===== config.mk =====
export PLATFORM = sky130hd
export DESIGN_NAME = frequency_band_analyzer
export DESIGN_NICKNAME = d
export VERILOG_FILES = /design/src/rtl/frequency_band_analyzer.sv
export SDC_FILE = /design/constraint.sdc
export NUM_CORES = 1
export LEC_CHECK = 0
export BUFFER_PORTS_ARGS = -buffer_cell sky130_fd_sc_hd__buf_2
export CAP_MARGIN = 40
export CORE_MARGIN = 2
export CORE_UTILIZATION = 69
export CTS_BUF_LIST = sky130_fd_sc_hd__clkbuf_4 sky130_fd_sc_hd__clkbuf_8
export DETAILED_ROUTE_END_ITERATION = 6
export PLACE_DENSITY = 0.88
export SYNTH_ARGS = -nofsm -noshare
export SYNTH_HDL_FRONTEND = slang
export SYNTH_SLANG_ARGS = --single-unit

===== constraint.sdc =====
create_clock -name clock -period 24.5 [get_ports clock]
set_clock_uncertainty 0.15 [all_clocks]
set_input_delay 3.675 -clock clock [delete_from_list [all_inputs] [get_ports clock]]
set_output_delay 3.675 -clock clock [all_outputs]
set_load 0.02 [all_outputs]

===== src/rtl/frequency_band_analyzer.sv =====
// frequency_band_analyzer: measures half-periods of a serial input, classifies
// each interval into one of NUM_BANDS frequency windows and accumulates per-band
// edge counts and tick sums, with an atomic snapshot into readable shadow regs.
// Optional build macro: FREQ_ANALYZER_SATURATE_EN (saturating accumulators plus
// an "overflow" output flag per snapshot window).
`timescale 1ns/1ps

module frequency_band_analyzer #(
  parameter int unsigned                 NUM_BANDS        = 2,
  // band 0 = 11 kHz, band 1 = 9 kHz (band i lives in bits [32i+31:32i])
  parameter logic [32*NUM_BANDS-1:0]     BAND_FREQUENCIES = {32'd9000, 32'd11000},
  parameter int unsigned                 DEVIATION_PCT    = 10,
  parameter int unsigned                 CLOCK_FREQUENCY  = 50000000,
  parameter int unsigned                 COUNT_WIDTH      = 16,
  parameter int unsigned                 LOST_TICKS       = 65535
) (
  input  logic                   clock,
  input  logic                   clear,
  input  logic                   enable,
  input  logic                   sample_data,
  input  logic                   snapshot_req,
  output logic                   snapshot_ack,
  input  logic [2:0]             band_select,
  output logic [31:0]            band_ticks,
  output logic [COUNT_WIDTH-1:0] band_edges,
  output logic [COUNT_WIDTH-1:0] unmatched_edges,
  output logic                   signal_lost
`ifdef FREQ_ANALYZER_SATURATE_EN
  ,
  output logic                   overflow
`endif
);

  localparam int unsigned TW = 32;

  // input path
  logic sync1, sync2, prev;
  logic edge_c;

  // interval measurement
  logic [TW-1:0] half_cnt;
  logic          armed;
  logic          lost_now;
  logic          iv_valid;
  logic [TW-1:0] iv_ticks;

  // classification
  logic [NUM_BANDS-1:0] in_win;
  logic [NUM_BANDS-1:0] hit;
  logic                 no_match;

  // accumulators
  logic [COUNT_WIDTH-1:0] live_edges   [NUM_BANDS];
  logic [COUNT_WIDTH-1:0] shadow_edges [NUM_BANDS];
  logic [COUNT_WIDTH-1:0] base_edges   [NUM_BANDS];
  logic [COUNT_WIDTH-1:0] nxt_edges    [NUM_BANDS];
  logic [TW-1:0]          live_ticks   [NUM_BANDS];
  logic [TW-1:0]          shadow_ticks [NUM_BANDS];
  logic [TW-1:0]          base_ticks   [NUM_BANDS];
  logic [TW-1:0]          add_ticks    [NUM_BANDS];
  logic [TW-1:0]          nxt_ticks    [NUM_BANDS];
  logic [COUNT_WIDTH-1:0] live_unm, shadow_unm, base_unm, nxt_unm;
`ifdef FREQ_ANALYZER_SATURATE_EN
  logic sat_c;
  logic live_ovf, shadow_ovf;
`endif

  assign edge_c   = sync2 ^ prev;
  assign lost_now = (half_cnt == TW'(LOST_TICKS));

  // Two-flop synchroniser plus previous-value register; always running
  always_ff @(posedge clock or posedge clear) begin
    if (clear) begin
      sync1 <= 1'b0;
      sync2 <= 1'b0;
      prev  <= 1'b0;
    end else begin
      sync1 <= sample_data;
      sync2 <= sync1;
      prev  <= sync2;
    end
  end

  // Interval counter, arming and loss-of-signal tracking; registers interval at each edge
  always_ff @(posedge clock or posedge clear) begin
    if (clear) begin
      half_cnt    <= '0;
      armed       <= 1'b0;
      signal_lost <= 1'b0;
      iv_valid    <= 1'b0;
      iv_ticks    <= '0;
    end else begin
      iv_valid <= 1'b0;
      if (!enable) begin
        half_cnt <= '0;
        armed    <= 1'b0;
      end else if (edge_c) begin
        // an edge landing on the loss threshold only re-arms
        half_cnt    <= '0;
        iv_ticks    <= half_cnt + TW'(1);
        iv_valid    <= armed && !lost_now;
        armed       <= 1'b1;
        signal_lost <= 1'b0;
      end else if (lost_now) begin
        signal_lost <= 1'b1;
        armed       <= 1'b0;
      end else begin
        half_cnt <= half_cnt + TW'(1);
      end
    end
  end

  // Per-band inclusive window compare against elaboration-time constants
  for (genvar g = 0; g < NUM_BANDS; g++) begin : g_band
    localparam longint unsigned FREQ  = 64'(BAND_FREQUENCIES[32*g +: 32]);
    localparam longint unsigned TICKS = 64'(CLOCK_FREQUENCY) / (64'd2 * FREQ);
    localparam longint unsigned DEV   = TICKS * 64'(DEVIATION_PCT) / 64'd100;
    localparam longint unsigned LO    = TICKS - DEV;
    localparam longint unsigned HI    = TICKS + DEV;
    assign in_win[g] = iv_valid && (64'(iv_ticks) >= LO) && (64'(iv_ticks) <= HI);
  end

  // Lowest matching band wins: isolate the least-significant set bit
  assign hit      = in_win & (~in_win + NUM_BANDS'(1));
  assign no_match = iv_valid && (in_win == '0);

  // Next live values: a snapshot restarts from zero but keeps the retiring contribution
  always_comb begin
`ifdef FREQ_ANALYZER_SATURATE_EN
    sat_c = 1'b0;
`endif
    for (int i = 0; i < NUM_BANDS; i++) begin
      base_edges[i] = snapshot_req ? '0 : live_edges[i];
      base_ticks[i] = snapshot_req ? '0 : live_ticks[i];
      add_ticks[i]  = hit[i] ? iv_ticks : '0;
      nxt_edges[i]  = base_edges[i] + COUNT_WIDTH'(hit[i]);
      nxt_ticks[i]  = base_ticks[i] + add_ticks[i];
`ifdef FREQ_ANALYZER_SATURATE_EN
      if (hit[i] && (base_edges[i] == '1)) begin
        nxt_edges[i] = '1;
        sat_c        = 1'b1;
      end
      if (nxt_ticks[i] < base_ticks[i]) begin
        nxt_ticks[i] = '1;
        sat_c        = 1'b1;
      end
`endif
    end
    base_unm = snapshot_req ? '0 : live_unm;
    nxt_unm  = base_unm + COUNT_WIDTH'(no_match);
`ifdef FREQ_ANALYZER_SATURATE_EN
    if (no_match && (base_unm == '1)) begin
      nxt_unm = '1;
      sat_c   = 1'b1;
    end
`endif
  end

  // Live accumulators, shadow capture and snapshot acknowledge
  always_ff @(posedge clock or posedge clear) begin
    if (clear) begin
      for (int i = 0; i < NUM_BANDS; i++) begin
        live_edges[i]   <= '0;
        live_ticks[i]   <= '0;
        shadow_edges[i] <= '0;
        shadow_ticks[i] <= '0;
      end
      live_unm     <= '0;
      shadow_unm   <= '0;
      snapshot_ack <= 1'b0;
`ifdef FREQ_ANALYZER_SATURATE_EN
      live_ovf     <= 1'b0;
      shadow_ovf   <= 1'b0;
`endif
    end else begin
      for (int i = 0; i < NUM_BANDS; i++) begin
        live_edges[i] <= nxt_edges[i];
        live_ticks[i] <= nxt_ticks[i];
      end
      live_unm     <= nxt_unm;
      snapshot_ack <= snapshot_req;
      if (snapshot_req) begin
        for (int i = 0; i < NUM_BANDS; i++) begin
          shadow_edges[i] <= live_edges[i];
          shadow_ticks[i] <= live_ticks[i];
        end
        shadow_unm <= live_unm;
      end
`ifdef FREQ_ANALYZER_SATURATE_EN
      live_ovf <= snapshot_req ? sat_c : (live_ovf | sat_c);
      if (snapshot_req) shadow_ovf <= live_ovf;
`endif
    end
  end

  // Readout mux over shadow registers; out-of-range selects read zero
  always_comb begin
    band_ticks = '0;
    band_edges = '0;
    for (int i = 0; i < NUM_BANDS; i++) begin
      if (band_select == 3'(i)) begin
        band_ticks = shadow_ticks[i];
        band_edges = shadow_edges[i];
      end
    end
  end

  assign unmatched_edges = shadow_unm;
`ifdef FREQ_ANALYZER_SATURATE_EN
  assign overflow = shadow_ovf;
`endif

endmodule


==> results by group <==
Critical path
  – CP max-delay cell: buf_4
  – Crit path max-delay family: buffers and inverters
  – Crit start category: primary input
  – Critical-path cell list: buf_2 > nor3_2 > buf_4 > a22o_1 > buf_2
  – Crit path required time: around 21 ns
  – Slowest cell delay on critical path: about 0.51 ns
  – Worst path buffer plus inverter count: 3
  – Crit-path max FO: 48
  – Crit path top cell by count: buf_2
  – CP Class: primary input to output port
  – CP arrival: 4.95 ns
  – Critical Path End Type: output port

Synth
  – Cell area after synthesis: around 0.015 mm2
  – Avg Cell Area, Syn: between 10 and 15 um2
  – #FFs+latches synth: around 300
  – Synth top area cells: dfrtp_1, mux2_2, ha_1
  – Area leader, netlist: dfrtp_1
  – Distinct cells, synth: 71
  – Gate Count Post-Synth: about 1500
  – Post-synth EDFFs: 0
  – Most used DFF post-synth: dfrtp_1
  – Syn. warnings: 0
  – Seq/Total Area, Yosys: 0.478
  – Top cell type's share of synthesized area: 0.478
  – Asr flop ratio synth: 1.00

Pwr
  – Lkg Pwr: between 8 and 9 nW
  – Net switching power figure: around 0.00040 W
  – Internal cell power: about 0.00093 W
  – Clk pwr share: 0.337
  – Comb pwr share: 0.216
  – Sequential share of power: 0.447
  – Sw Share: 0.298
  – Total power: approximately 0.0013 W
  – Peak VDD IR: 0.0000543 V
  – Pwr dens: 77.6 mW/mm2

Layout
  – Filler cells: between 1000 and 1500
  – Seq. cell area: 0.00738 mm2
  – ANT cells: 0
  – Area Overhead vs Synth: 11.1%
  – Layout cell share with drive strength beyond 1: 0.183
  – NumNets Final: 1641
  – Area occupied by multi-input gates: about 0.0078 mm2

Run
  – Max-cap violation count: 0

Drt
  – Antenna-violating nets left: 0
  – Initial DRC count: a little under 900
  – Via count: 11600
  – WL/cell: 18.6 um
  – Via density: 6.21
  – Pre-antenna DRT Iters: 5
  – WL final: around 35000 um
  – DR DRC count: 0

Clock tree
  – Root Buffer: clkbuf_8
  – Clk pin slew, worst setup/hold paths: ~0.06 ns
  – Worst-skew pair later-pin latency: between 0.5 and 0.6 ns
  – # Post-CTS Setup Buffers: 0
  – H-Tree Level Count: 2
  – Clock sink count: approximately 300
  – Hold buffers post-CTS: 0
  – Number of gates resized after cts: 0
  – CTS Buffer Depth: 3
  – CTS buffer count: 48
  – TritonCTS clock tree: yes

GRT
  – Total gr overflow: 0
  – Global-route wire length before repair: slightly below 60000 um
  – Number of global-route vias before repair: 11500
  – Antenna violations before repair: 0
  – GRT Util Overall: 0.299
  – Maximum number of pins on one net before global-route repair: 122

Floorplanning
  – Number of I/O pins: 74
  – Initial Util: 0.706
  – Row Count: between 50 and 60
  – Die width: ~150 um
  – Die ar.: between 0.02 and 0.025 mm2
  – Core footprint: roughly 0.022 mm2
  – Die Height: between 150 and 200 um

Run status
  – Status: finished clean

STA
  – Final setup violation count: 0
  – Min Tclk post-route: 8.77 ns
  – Hold slack: between 0.2 and 0.25 ns
  – Final hold vios: 0
  – Tcrit/Tclk final: 0.358
  – Slew Viols, Final: 0
  – Setup repair after global routing missed its margin: false
  – Slew headroom: 0.418
  – Worst Max-Slew Pin Slew: 0.873 ns
  – Setup TNS: 0 ns
  – Fmax: 114 MHz

Placement
  – Global placement routability congestion: around 0.9
  – Port Buffers: between 70 and 80
  – Post-DP HPWL: about 23000 um

Hold path
  – Hold/Removal Path Class: flop to flop
power by group through the flow:
stage,clock network (W),registers (W),logic (W)
finish,0.000449,0.000596,0.000287
global placement,0,0.000601,0.000261
global route,0.000476,0.000603,0.000319
floorplan,0,0.000584,0.000232
CTS,0.000455,0.000596,0.000273
detailed placement,0,0.000603,0.000270
cells in the final DEF, fill, tap and decap left out, types with 9 or more instances in the layout:
master / netlist / routed
a211oi_1: 9 / 9
a21o_1: 25 / 25
a21oi_1: 89 / 89
a22o_1: 48 / 48
a31oi_1: 13 / 13
and2_1: 27 / 27
and3_1: 22 / 22
and4_1: 12 / 12
buf_2: 1 / 72
clkbuf_8: 2 / 58
clkinv_2: 0 / 10
conb_1: 1 / 39
dfrtp_1: 295 / 295
ha_1: 69 / 69
inv_1: 24 / 23
mux2_2: 113 / 113
nand2_1: 98 / 98
nand2b_1: 12 / 11
nand3_1: 43 / 43
nand4_1: 26 / 26
nor2_1: 79 / 79
nor2b_1: 80 / 80
nor3_1: 11 / 10
nor4_1: 10 / 10
o21ai_0: 78 / 78
o21bai_1: 10 / 10
xnor2_1: 62 / 62
xor2_1: 64 / 64
layer usage:
layer  wire length [um]  vias up  share of wire  track usage
met5                  0        -              0            0
met3               2130      116          0.061       0.0505
met4               1200        0          0.035        0.115
li1                   -     5386              -            -
met2              16300      442           0.47        0.474
met1              15100     5675           0.44        0.419
synth_stat cells (6+ instances only):
master and count:
a22o_1 48, a21o_1 25, a21oi_1 89, ha_1 69, nand2b_1 12, o21a_1 7
inv_1 24, a211oi_1 9, a31oi_1 13, xor2_1 64, nor2b_1 80, clkbuf_1 59
and4_1 12, nor4_1 10, nand2_1 98, and3_1 22, nor3_1 11, nand4_1 26
dfrtp_1 295, mux2_2 113, nand3_1 43, xnor2_1 62, o21ai_0 78, o21bai_1 10
and2_1 27, nor3b_1 6, nor2_1 79
state kept, by name (all words and copies together) (netlist names):
name / cells
snapshot_ack: 1
sync1: 1
unmatched_edges: 16
iv_valid: 1
signal_lost: 1
iv_ticks: 32
armed: 1
live_ticks: 64
prev: 1
half_cnt: 32
live_unm: 16
shadow_edges: 32
sync2: 1
shadow_ticks: 64
live_edges: 32
final cells by class:
cell class | instances | area share
multi-input combinational | 1110 | 0.456
sequential | 295 | 0.430
clock buffer | 64 | 0.0488
timing repair buffer | 83 | 0.0292
tap | 280 | 0.0204
clock inverter | 16 | 0.00977
inverter | 24 | 0.00569
path summary, 6_finish.rpt:
check	end	slack [ns]	startpoint	cells past startpoint
max in group asynchronous	live_ticks[59]	18.97	clear	6
min in group asynchronous	live_edges[12]	2.90	clear	2
hold / removal	sync2	0.20	sync1	0
setup / recovery	band_edges[6]	15.73	band_select[0]	5
hold reg to reg	sync2	0.20	sync1	0
setup reg to reg	live_ticks[56]	19.50	iv_ticks[22]	13
cell families (layout without fill, tap and decap cells):
kind of cell | count (synthesis) | count (layout) | share of synthesized area
buf+inv | 94 | 187 | 0.0257
other cells | 1 | 39 | 0.000243
xor+xnor | 126 | 126 | 0.0714
flops | 295 | 295 | 0.478
mux | 115 | 115 | 0.0836
fa+ha+maj | 71 | 71 | 0.0585
simple gates | 448 | 448 | 0.154
compound gates | 311 | 311 | 0.129
stage by stage:
| stage | instance area, um2 | setup WS, ns | util | instances |
|---|---|---|---|---|
| final | 17200 | 15.73 | 0.784 | 1872 |
| after global routing | 17200 | 15.67 | 0.784 | 1872 |
| after CTS | 17200 | 15.75 | 0.784 | 1872 |
| after detailed placement | 16200 | 15.78 | 0.738 | 1792 |
| after global placement | 16100 | 15.88 | 0.735 | 1789 |
| after floorplan | 15600 | 12.53 | - | 1499 |
(Power assumes the default switching activity.)
